$ cat config.mk
export PLATFORM = sky130hd
export DESIGN_NAME = cic_frame_scheduler
export DESIGN_NICKNAME = d
export VERILOG_FILES = /design/src/rtl/cic_frame_scheduler_pkg.sv /design/src/rtl/cic_frame_scheduler_decim_timer.sv /design/src/rtl/cic_frame_scheduler.sv
export SDC_FILE = /design/constraint.sdc
export NUM_CORES = 1
export LEC_CHECK = 0
export ABC_CLOCK_PERIOD_IN_PS = 1300
export BUFFER_PORTS_ARGS = -buffer_cell sky130_fd_sc_hd__buf_2
export CORE_MARGIN = 2
export CORE_UTILIZATION = 44
export CTS_CLUSTER_SIZE = 30
export DETAILED_ROUTE_END_ITERATION = 8
export MAX_ROUTING_LAYER = met4
export PLACE_DENSITY = 0.75
export SLEW_MARGIN = 40
export SYNTH_ARGS = -nofsm -noshare
export SYNTH_HDL_FRONTEND = slang
export SYNTH_SLANG_ARGS = --single-unit
$ cat constraint.sdc
create_clock -name clk -period 1.3 [get_ports clk]
set_input_delay 0.065 -clock clk [delete_from_list [all_inputs] [get_ports clk]]
set_output_delay 0.065 -clock clk [all_outputs]
set_load 0.05 [all_outputs]
$ cat src/rtl/cic_frame_scheduler_pkg.sv
// Shared types and default constants for the PDM CIC decimator frame scheduler.
package cic_pkg;

  typedef enum logic [1:0] {
    IDLE,
    REQ,
    PUSH
  } state_t;

  localparam int unsigned CIC_NUM_CH = 8;
  localparam int unsigned CIC_DECIM  = 64;
  localparam int unsigned CIC_ORDER  = 4;

  // Bit growth of an ORDER-stage CIC at the given decimation ratio, plus sign bit.
  function automatic int unsigned cic_width(input int unsigned order, input int unsigned decim);
    return order * $clog2(decim) + 1;
  endfunction

endpackage

$ cat src/rtl/cic_frame_scheduler_decim_timer.sv
// PDM tick counter producing the frame clock and the integrator snapshot strobe.
module decim_timer #(
  parameter int unsigned DECIM = 64
) (
  input  logic clk,
  input  logic reset,
  input  logic enable,
  input  logic pdm_tick,
  output logic lr_clk,
  output logic snap
);

  localparam int unsigned TW = $clog2(DECIM);
  localparam logic [TW-1:0] LAST_TICK = TW'(DECIM - 1);
  localparam logic [TW-1:0] HALF_TICK = TW'(DECIM / 2);

  logic [TW-1:0] tick_cnt;
  logic [TW-1:0] cnt_next;

  always_comb begin
    cnt_next = (tick_cnt == LAST_TICK) ? '0 : tick_cnt + 1'b1;
  end

  always_ff @(posedge clk) begin
    if (reset) begin
      tick_cnt <= '0;
      lr_clk   <= 1'b0;
      snap     <= 1'b0;
    end else begin
      snap <= 1'b0;
      // lr_clk follows the updated count, so it only moves on counted ticks
      if (enable && pdm_tick) begin
        tick_cnt <= cnt_next;
        lr_clk   <= (cnt_next >= HALF_TICK);
        snap     <= (tick_cnt == LAST_TICK);
      end
    end
  end

endmodule

$ cat src/rtl/cic_frame_scheduler.sv
// Frame sequencer: walks each channel through the shared comb engine and streams results.
module cic_frame_scheduler
  import cic_pkg::*;
#(
  parameter int unsigned NUM_CH = CIC_NUM_CH,
  parameter int unsigned DECIM  = CIC_DECIM,
  parameter int unsigned WIDTH  = cic_width(CIC_ORDER, DECIM)
) (
  input  logic                      clk,
  input  logic                      reset,
  input  logic                      enable,
  input  logic                      pdm_tick,
  output logic                      snap,
  output logic                      lr_clk,
  output logic                      comb_req,
  output logic [$clog2(NUM_CH)-1:0] comb_ch,
  input  logic                      comb_ack,
  input  logic [WIDTH-1:0]          comb_data,
  output logic                      out_valid,
  input  logic                      out_ready,
  output logic [WIDTH-1:0]          out_data,
  output logic [$clog2(NUM_CH)-1:0] out_ch,
  output logic                      out_last,
  output logic                      overrun,
  output logic [7:0]                drop_cnt,
  input  logic                      clear_ovr
);

  localparam int unsigned CW = $clog2(NUM_CH);
  localparam logic [CW-1:0] LAST_CH = CW'(NUM_CH - 1);

  state_t        state;
  logic [CW-1:0] idx;

  decim_timer #(.DECIM(DECIM)) u_timer (
    .clk      (clk),
    .reset    (reset),
    .enable   (enable),
    .pdm_tick (pdm_tick),
    .lr_clk   (lr_clk),
    .snap     (snap)
  );

  always_ff @(posedge clk) begin
    if (reset) begin
      state     <= IDLE;
      idx       <= '0;
      comb_req  <= 1'b0;
      comb_ch   <= '0;
      out_valid <= 1'b0;
      out_data  <= '0;
      out_ch    <= '0;
      out_last  <= 1'b0;
    end else begin
      case (state)
        IDLE: begin
          if (snap) begin
            state    <= REQ;
            idx      <= '0;
            comb_ch  <= '0;
            comb_req <= 1'b1;
          end
        end
        REQ: begin
          if (comb_ack) begin
            comb_req  <= 1'b0;
            out_data  <= comb_data;
            out_ch    <= idx;
            out_last  <= (idx == LAST_CH);
            out_valid <= 1'b1;
            state     <= PUSH;
          end
        end
        PUSH: begin
          if (out_ready) begin
            out_valid <= 1'b0;
            out_last  <= 1'b0;
            if (out_last) begin
              state <= IDLE;
            end else begin
              idx      <= idx + 1'b1;
              comb_ch  <= idx + 1'b1;
              comb_req <= 1'b1;
              state    <= REQ;
            end
          end
        end
        default: state <= IDLE;
      endcase
    end
  end

  // Any snap that finds a walk in flight (including its final accept cycle) loses its frame
  always_ff @(posedge clk) begin
    if (reset) begin
      overrun  <= 1'b0;
      drop_cnt <= '0;
    end else if (clear_ovr) begin
      overrun  <= 1'b0;
      drop_cnt <= '0;
    end else if (snap && (state != IDLE)) begin
      overrun <= 1'b1;
      if (drop_cnt != 8'hFF) drop_cnt <= drop_cnt + 1'b1;
    end
  end

endmodule

==> metrics.cfg, run 1 <==
[critical_path]
end_kind = flip-flop
crit_chain = and4_4 -> a41oi_1 -> mux2i_1
arrival_ps = 1450
reg2reg_slack_ps = 70
r2r.worst_path.cells = 3
rr_endpoint = drop_cnt[0]$_SDFFE_PP0P_
worstSetupPathType = reg2reg
regToRegStartpoint = drop_cnt[7]$_SDFFE_PP0P_
cpMaxStageDelayCell = a41oi_1
cp_max_fo = 6
cp-start-kind = flip-flop
crit_required_ps = 1520
cpPeakStageDelay_ps = 350

[global_routing]
antenna_found_initial = 0
gr-total-overflow = 0
grt_pass1_wl_mm = 7.803
grt.total_usage = 0.1913
grt_max_degree = 47
grt_pass1_vias = 1794

[logic_synthesis]
synth_flop_cell = dfxtp_1
synth_cell_types = 38
synth_nets = 285
syn_area_mm2 = 0.002143
synth.most_common_cell = nand2_1
ys_async_sr_fraction = 0
ys_seq_area_frac = 0.4857
syn_avg_cell_area_um2 = 8.608
yosys_warnings = 0
synth.area.top_cells = dfxtp_1 (49%), nand2_1 (12%), a21oi_1 (8.6%), mux2i_1 (2.8%), ha_1 (2.3%)
syn_inst = 249
yosys.area.top_type = dfxtp_1
synth_edf_count = 0
synth_seq_cells = 52
synth_commonest_cells = nand2_1 (67), dfxtp_1 (52), a21oi_1 (37)
yosysTopAreaCellShare = 0.4857

[clock_tree]
cts_max_path_buffers = 2
clk_pin_slew_worst_paths_ps = 90
clk_latency_ps = 300
root_buffer = clkbuf_8
cts.sinks = 52
numCtsBuffers = 5
htree_num_levels = 2
cts_tree = done
postCtsSetupBuffers = 0

[die]
core_area_mm2 = 0.004723
initial_utilization = 0.4538
dieArea_mm2 = 0.005446
pin_count = 77
die_w_um = 73.80
num_rows = 25
die_y_um = 73.80

[worst_hold_path]
min-delay-start = out_ready
worstHoldPathCells = 3
min_to = state[1]$_SDFFE_PP0P_
hold_class = in2reg

[cells_and_area]
postLayoutCellArea_mm2 = 0.003019
area_growth_pct = 40.86
drive_gt1_frac = 0.3153
n_antenna_cell = 0
final_util = 0.6392
finish.net_count = 387

[timing]
final_max_slew_viol_count = 0
rsz0062_at_grt = yes
setup_violations = 0
fin_crit_ps = 1229
hold_viol = 0
tightest_slew_ps = 489.6
fin_tns_setup_ps = 0
slew_headroom = 0.6724
fin_hold_ws_ps = 55.39
fmax_mhz = 813.4
fin_skew_ps = 8.090
fin_crit_sh = 0.9457

[outcome]
status = finished, final reports clean

[flow_run]
cap_violations = 0

[drt]
vias = 2021
wl_per_cell_um = 11.93
first_pass_iters = 4
antenna_left = 0
drc = 0
wl_mm = 4.997
drtIter0Drc = 105
via_per_inst = 4.823

[pwr]
vdd_drop_max_v = 0.0006771
power_uw = 2787
p_per_area_mw_per_mm2 = 923.2
leakage_uw = 0.001245

[placement]
place_area_mm2 = 0.002660
port_buffers = 76
gp_congestion = 0.7951
hpwl_mm = 3.261

==> where the power goes <==
part	switching [µW]	internal, µW	total (µW)
combinational	80.2	107	187
clock	510	494	1000
sequential	6.47	1590	1600
==> state kept, by name, indices dropped and copies added, names as in the netlist <==
| signal | count |
|---|---|
| u_timer.snap | 1 |
| overrun | 1 |
| out_ch | 3 |
| comb_req | 1 |
| idx | 3 |
| drop_cnt | 8 |
| out_data | 25 |
| state | 2 |
| out_valid | 1 |
| out_last | 1 |
| u_timer.tick_cnt | 5 |
| u_timer.lr_clk | 1 |
==> how the worst max path moves through the flow <==
stage	startpoint	end	slack, ps	cells after the start
after CTS	drop_cnt[0]$_SDFFE_PP0P_	drop_cnt[4]$_SDFFE_PP0P_	30	4
after global placement	state[0]$_SDFFE_PP0P_	drop_cnt[5]$_SDFFE_PP0P_	40	3
after global routing	drop_cnt[6]$_SDFFE_PP0P_	drop_cnt[0]$_SDFFE_PP0P_	-7	3
final	drop_cnt[7]$_SDFFE_PP0P_	drop_cnt[0]$_SDFFE_PP0P_	70	3
after detailed placement	state[0]$_SDFFE_PP0P_	drop_cnt[5]$_SDFFE_PP0P_	-10	3
after floorplan	drop_cnt[0]$_SDFFE_PP0P_	drop_cnt[4]$_SDFFE_PP0P_	-9	4
==> stage by stage <==
stage	setup WS, ps	std cells
detailed placement	-11.99	386
global placement	44.90	386
global route	-7.334	419
floorplan	-9.088	249
finish	70.58	419
CTS	27.23	419
==> kinds of logic after synthesis <==
kind of cell	after synthesis	synth area share
AND/OR/NAND/NOR	106	0.2283
AO/OA/AOI/OAI	59	0.1810
flip-flops	52	0.4857
buffers and inverters	20	0.04554
multiplexers	6	0.02802
adder cells (fa/ha/maj)	4	0.02335
XOR/XNOR	2	0.008174
==> critical path: cells and delay by family (launching register included) <==
family	cells	cell delay [ps]
flip-flops	1	340
AND/OR/NAND/NOR	1	220
AO/OA/AOI/OAI	1	350
multiplexers	1	230
==> layout by cell type, fill, tap and decap left out, types with 2 or more instances in the layout <==
cell type / instances
nor2b_1: 3
clkbuf_8: 5
a211oi_1: 4
a21oi_1: 37
dfxtp_1: 38
ha_1: 3
buf_2: 76
xor2_1: 2
nand3b_1: 4
dfxtp_2: 10
nand2_1: 67
mux2i_1: 6
nand4_1: 2
nand2b_1: 6
o21ai_0: 4
nor2_1: 6
nand3_1: 4
buf_12: 3
o41ai_1: 3
buf_4: 4
dlygate4sd3_1: 25
inv_1: 7
or3_1: 5
nor3_1: 2
o311ai_1: 2
dfxtp_4: 4
==> area by class of cell <==
cell class | instances | area (µm²)
Clock inverter | 1 | 5.005
Timing Repair Buffer | 108 | 720.7
Inverter | 7 | 26.28
Multi-Input combinational cell | 177 | 1017
Tap cell | 67 | 83.83
Clock buffer | 7 | 97.59
Sequential cell | 52 | 1069
Fill cell | 410 | 1704
==> routing by layer <==
layer,wire length [µm],GRT usage
met4,139,0.1051
met3,164,0.02469
met2,2414,0.3006
met1,2279,0.2372
met5,0,-
==> timing repair <==
action | in CTS | in global routing
endpoints found under the setup margin | 2 | 6
hold buffers | 25 | 0
gates resized for setup | 2 | 3
hold endpoints to repair | 25 | 0
pin swaps | 0 | 0
Note: power is estimated with default switching activity, not from simulation.
==> run 2: changes to the inputs <==
- PLACE_DENSITY: 0.75 -> 0.84
==> metrics.cfg, run 2 (synthesized netlist as in run 1, its figures left out) <==
[timing]
final_max_slew_viol_count = 0
fin_crit_sh = 0.9712
tightest_slew_ps = 523.2
fin_crit_ps = 1263
setup_violations = 0
hold_viol = 0
slew_headroom = 0.6499
fmax_mhz = 792.0
fin_hold_ws_ps = 4.839
rsz0062_at_grt = yes
setup_slack_ps = 37.45
fin_skew_ps = 6.652

[critical_path]
arrival_ps = 1440
cpMaxStageDelayCell = dfxtp_4
cp-start-kind = flip-flop
critPathBufInv = 0
reg2reg_slack_ps = 40
worstSetupPathType = reg2reg
crit_chain = ha_4 -> o211ai_2 -> o311ai_2 -> o41ai_1
rr_endpoint = drop_cnt[6]$_SDFFE_PP0P_
end_kind = flip-flop
r2r.worst_path.cells = 4
cp_max_fo = 6
path_depth = 4
cp-endpoint = drop_cnt[6]$_SDFFE_PP0P_
path_delay_family = compound AO/OA/AOI/OAI gates
regToRegStartpoint = drop_cnt[0]$_SDFFE_PP0P_
startpoint = drop_cnt[0]$_SDFFE_PP0P_
cpPeakStageDelay_ps = 400
crit_required_ps = 1480

[placement]
hpwl_mm = 3.547
place_ws_ps = -67.19
gp_congestion = 0.8549
port_buffers = 76

[clock_tree]
cts.sinks = 52
postCtsSetupBuffers = 0
htree_num_levels = 2
clk_latency_ps = 300
numCtsBuffers = 5
clk_pin_slew_worst_paths_ps = 90
root_buffer = clkbuf_8
cts_tree = done
cts_max_path_buffers = 2

[die]
die_y_um = 73.80
num_rows = 25
initial_utilization = 0.4538
core_area_mm2 = 0.004723
die_w_um = 73.80
pin_count = 77
dieArea_mm2 = 0.005446

[pwr]
intPower_uw = 2245
p_per_area_mw_per_mm2 = 962.0
seq_power_share = 0.564
leakage_uw = 0.001210
clkPwrFrac = 0.379
switchingPower_uw = 580.8
combinationalPowerShare = 0.057
vdd_drop_max_v = 0.0006442
swShare = 0.2055

[global_routing]
antenna_found_initial = 0
gr-total-overflow = 0
grt.total_usage = 0.1969
grt_pass1_vias = 1839
grt_pass1_wl_mm = 8.135
grt_max_degree = 31

[cells_and_area]
final_cell_mix = buf_2 (76), nand2_1 (67), dfxtp_1 (39)
largest_reg_flops = 25
fillers = 391
finish.net_count = 379
top_regs = out_data x25, drop_cnt x8, u_timer.tick_cnt x5
largest_register = out_data
n_antenna_cell = 0
area_growth_pct = 37.07
drive_gt1_frac = 0.3256
layout_commonest_cell = buf_2

[drt]
drc = 0
antenna_left = 0
wl_mm = 5.247
wl_per_cell_um = 12.77
vias = 2076
first_pass_iters = 4
drtIter0Drc = 142
via_per_inst = 5.051

[flow_run]
cap_violations = 0

[worst_hold_path]
hold_class = in2reg

[outcome]
status = finished, final reports clean

-- run 2: changes by cell type in the layout (fill, tap and decap cells not counted) --
cell           previous run  this run
clkbuf_16                 1         0
dlygate4sd3_1            25        16
bufinv_16                 0         1
o311ai_1                  2         1
o311ai_2                  0         1
dfxtp_2                  10         8
buf_12                    3         2
buf_4                     4         6
dfxtp_1                  38        39
dfxtp_4                   4         5
-- run 2: metal layers --
layer | GRT usage | routed length, µm | vias to the layer above
met3 | 0.03704 | 218 | 13
li1 | - | - | 1044
met4 | 0.08283 | 128 | 0
met5 | - | 0 | -
met2 | 0.3234 | 2705 | 61
met1 | 0.2355 | 2194 | 958
-- run 2: repair_timing --
item                                    4_1_cts  5_1_grt
gates resized for setup                       3        3
endpoints found under the setup margin       10        7
pin swaps                                     0        2
hold endpoints to repair                     16        0
hold buffers                                 16        0
-- run 2: worst min path at each step --
| stage | start | endpoint | depth (start not counted) | slack, ps |
|---|---|---|---|---|
| after floorplan | comb_data[0] | out_data[0]$_SDFFE_PP0P_ | 2 | 200 |
| after global placement | comb_data[21] | out_data[21]$_SDFFE_PP0P_ | 3 | 310 |
| after detailed placement | comb_data[14] | out_data[14]$_SDFFE_PP0P_ | 3 | 310 |
| after CTS | comb_data[16] | out_data[16]$_SDFFE_PP0P_ | 3 | 0.5 |
| after global routing | comb_data[17] | out_data[17]$_SDFFE_PP0P_ | 3 | 5 |
| final | comb_data[17] | out_data[17]$_SDFFE_PP0P_ | 3 | 5 |
-- run 2: stage by stage --
| stage | total power [µW] | instances | instance area (µm²) | utilization | TNS [ps] |
|---|---|---|---|---|---|
| detailed placement | 1759 | 387 | 2655 | 0.5621 | -133.1 |
| finish | 2826 | 411 | 2938 | 0.6220 | 0 |
| global placement | 1758 | 387 | 2655 | 0.5621 | 0 |
| floorplan | 1692 | 249 | 2177 | - | -9.088 |
| global route | 2930 | 411 | 2938 | 0.6220 | -36.70 |
| CTS | 2855 | 411 | 2925 | 0.6193 | 0 |
-- run 2: layout make-up --
class,count,area [µm²],share of cell area
clock buffer,6,72.57,0.02470
inverter,7,26.28,0.008944
multi-input combinational,177,1025,0.3488
timing repair buffer,100,625.6,0.2129
clock inverter,2,35.03,0.01193
tap,67,83.83,0.02853
sequential,52,1070,0.3641
-- run 2: tightest hold or removal path: cells and delay by family --
| family | cells | cell delay, ps |
|---|---|---|
| AOI/OAI and AO/OA | 1 | 50 |
| buffers and inverters | 1 | 100 |
| and+or+nand+nor | 1 | 40 |
-- run 2: power groups by stage --
stage | Clock, µW | Sequential, µW | Combinational, µW
3_3_place_gp | 0 | 1640 | 122
5_1_grt | 1160 | 1600 | 176
4_1_cts | 1100 | 1600 | 161
6_report | 1070 | 1590 | 161
3_5_place_dp | 0 | 1640 | 123
2_1_floorplan | 0 | 1640 | 46.7
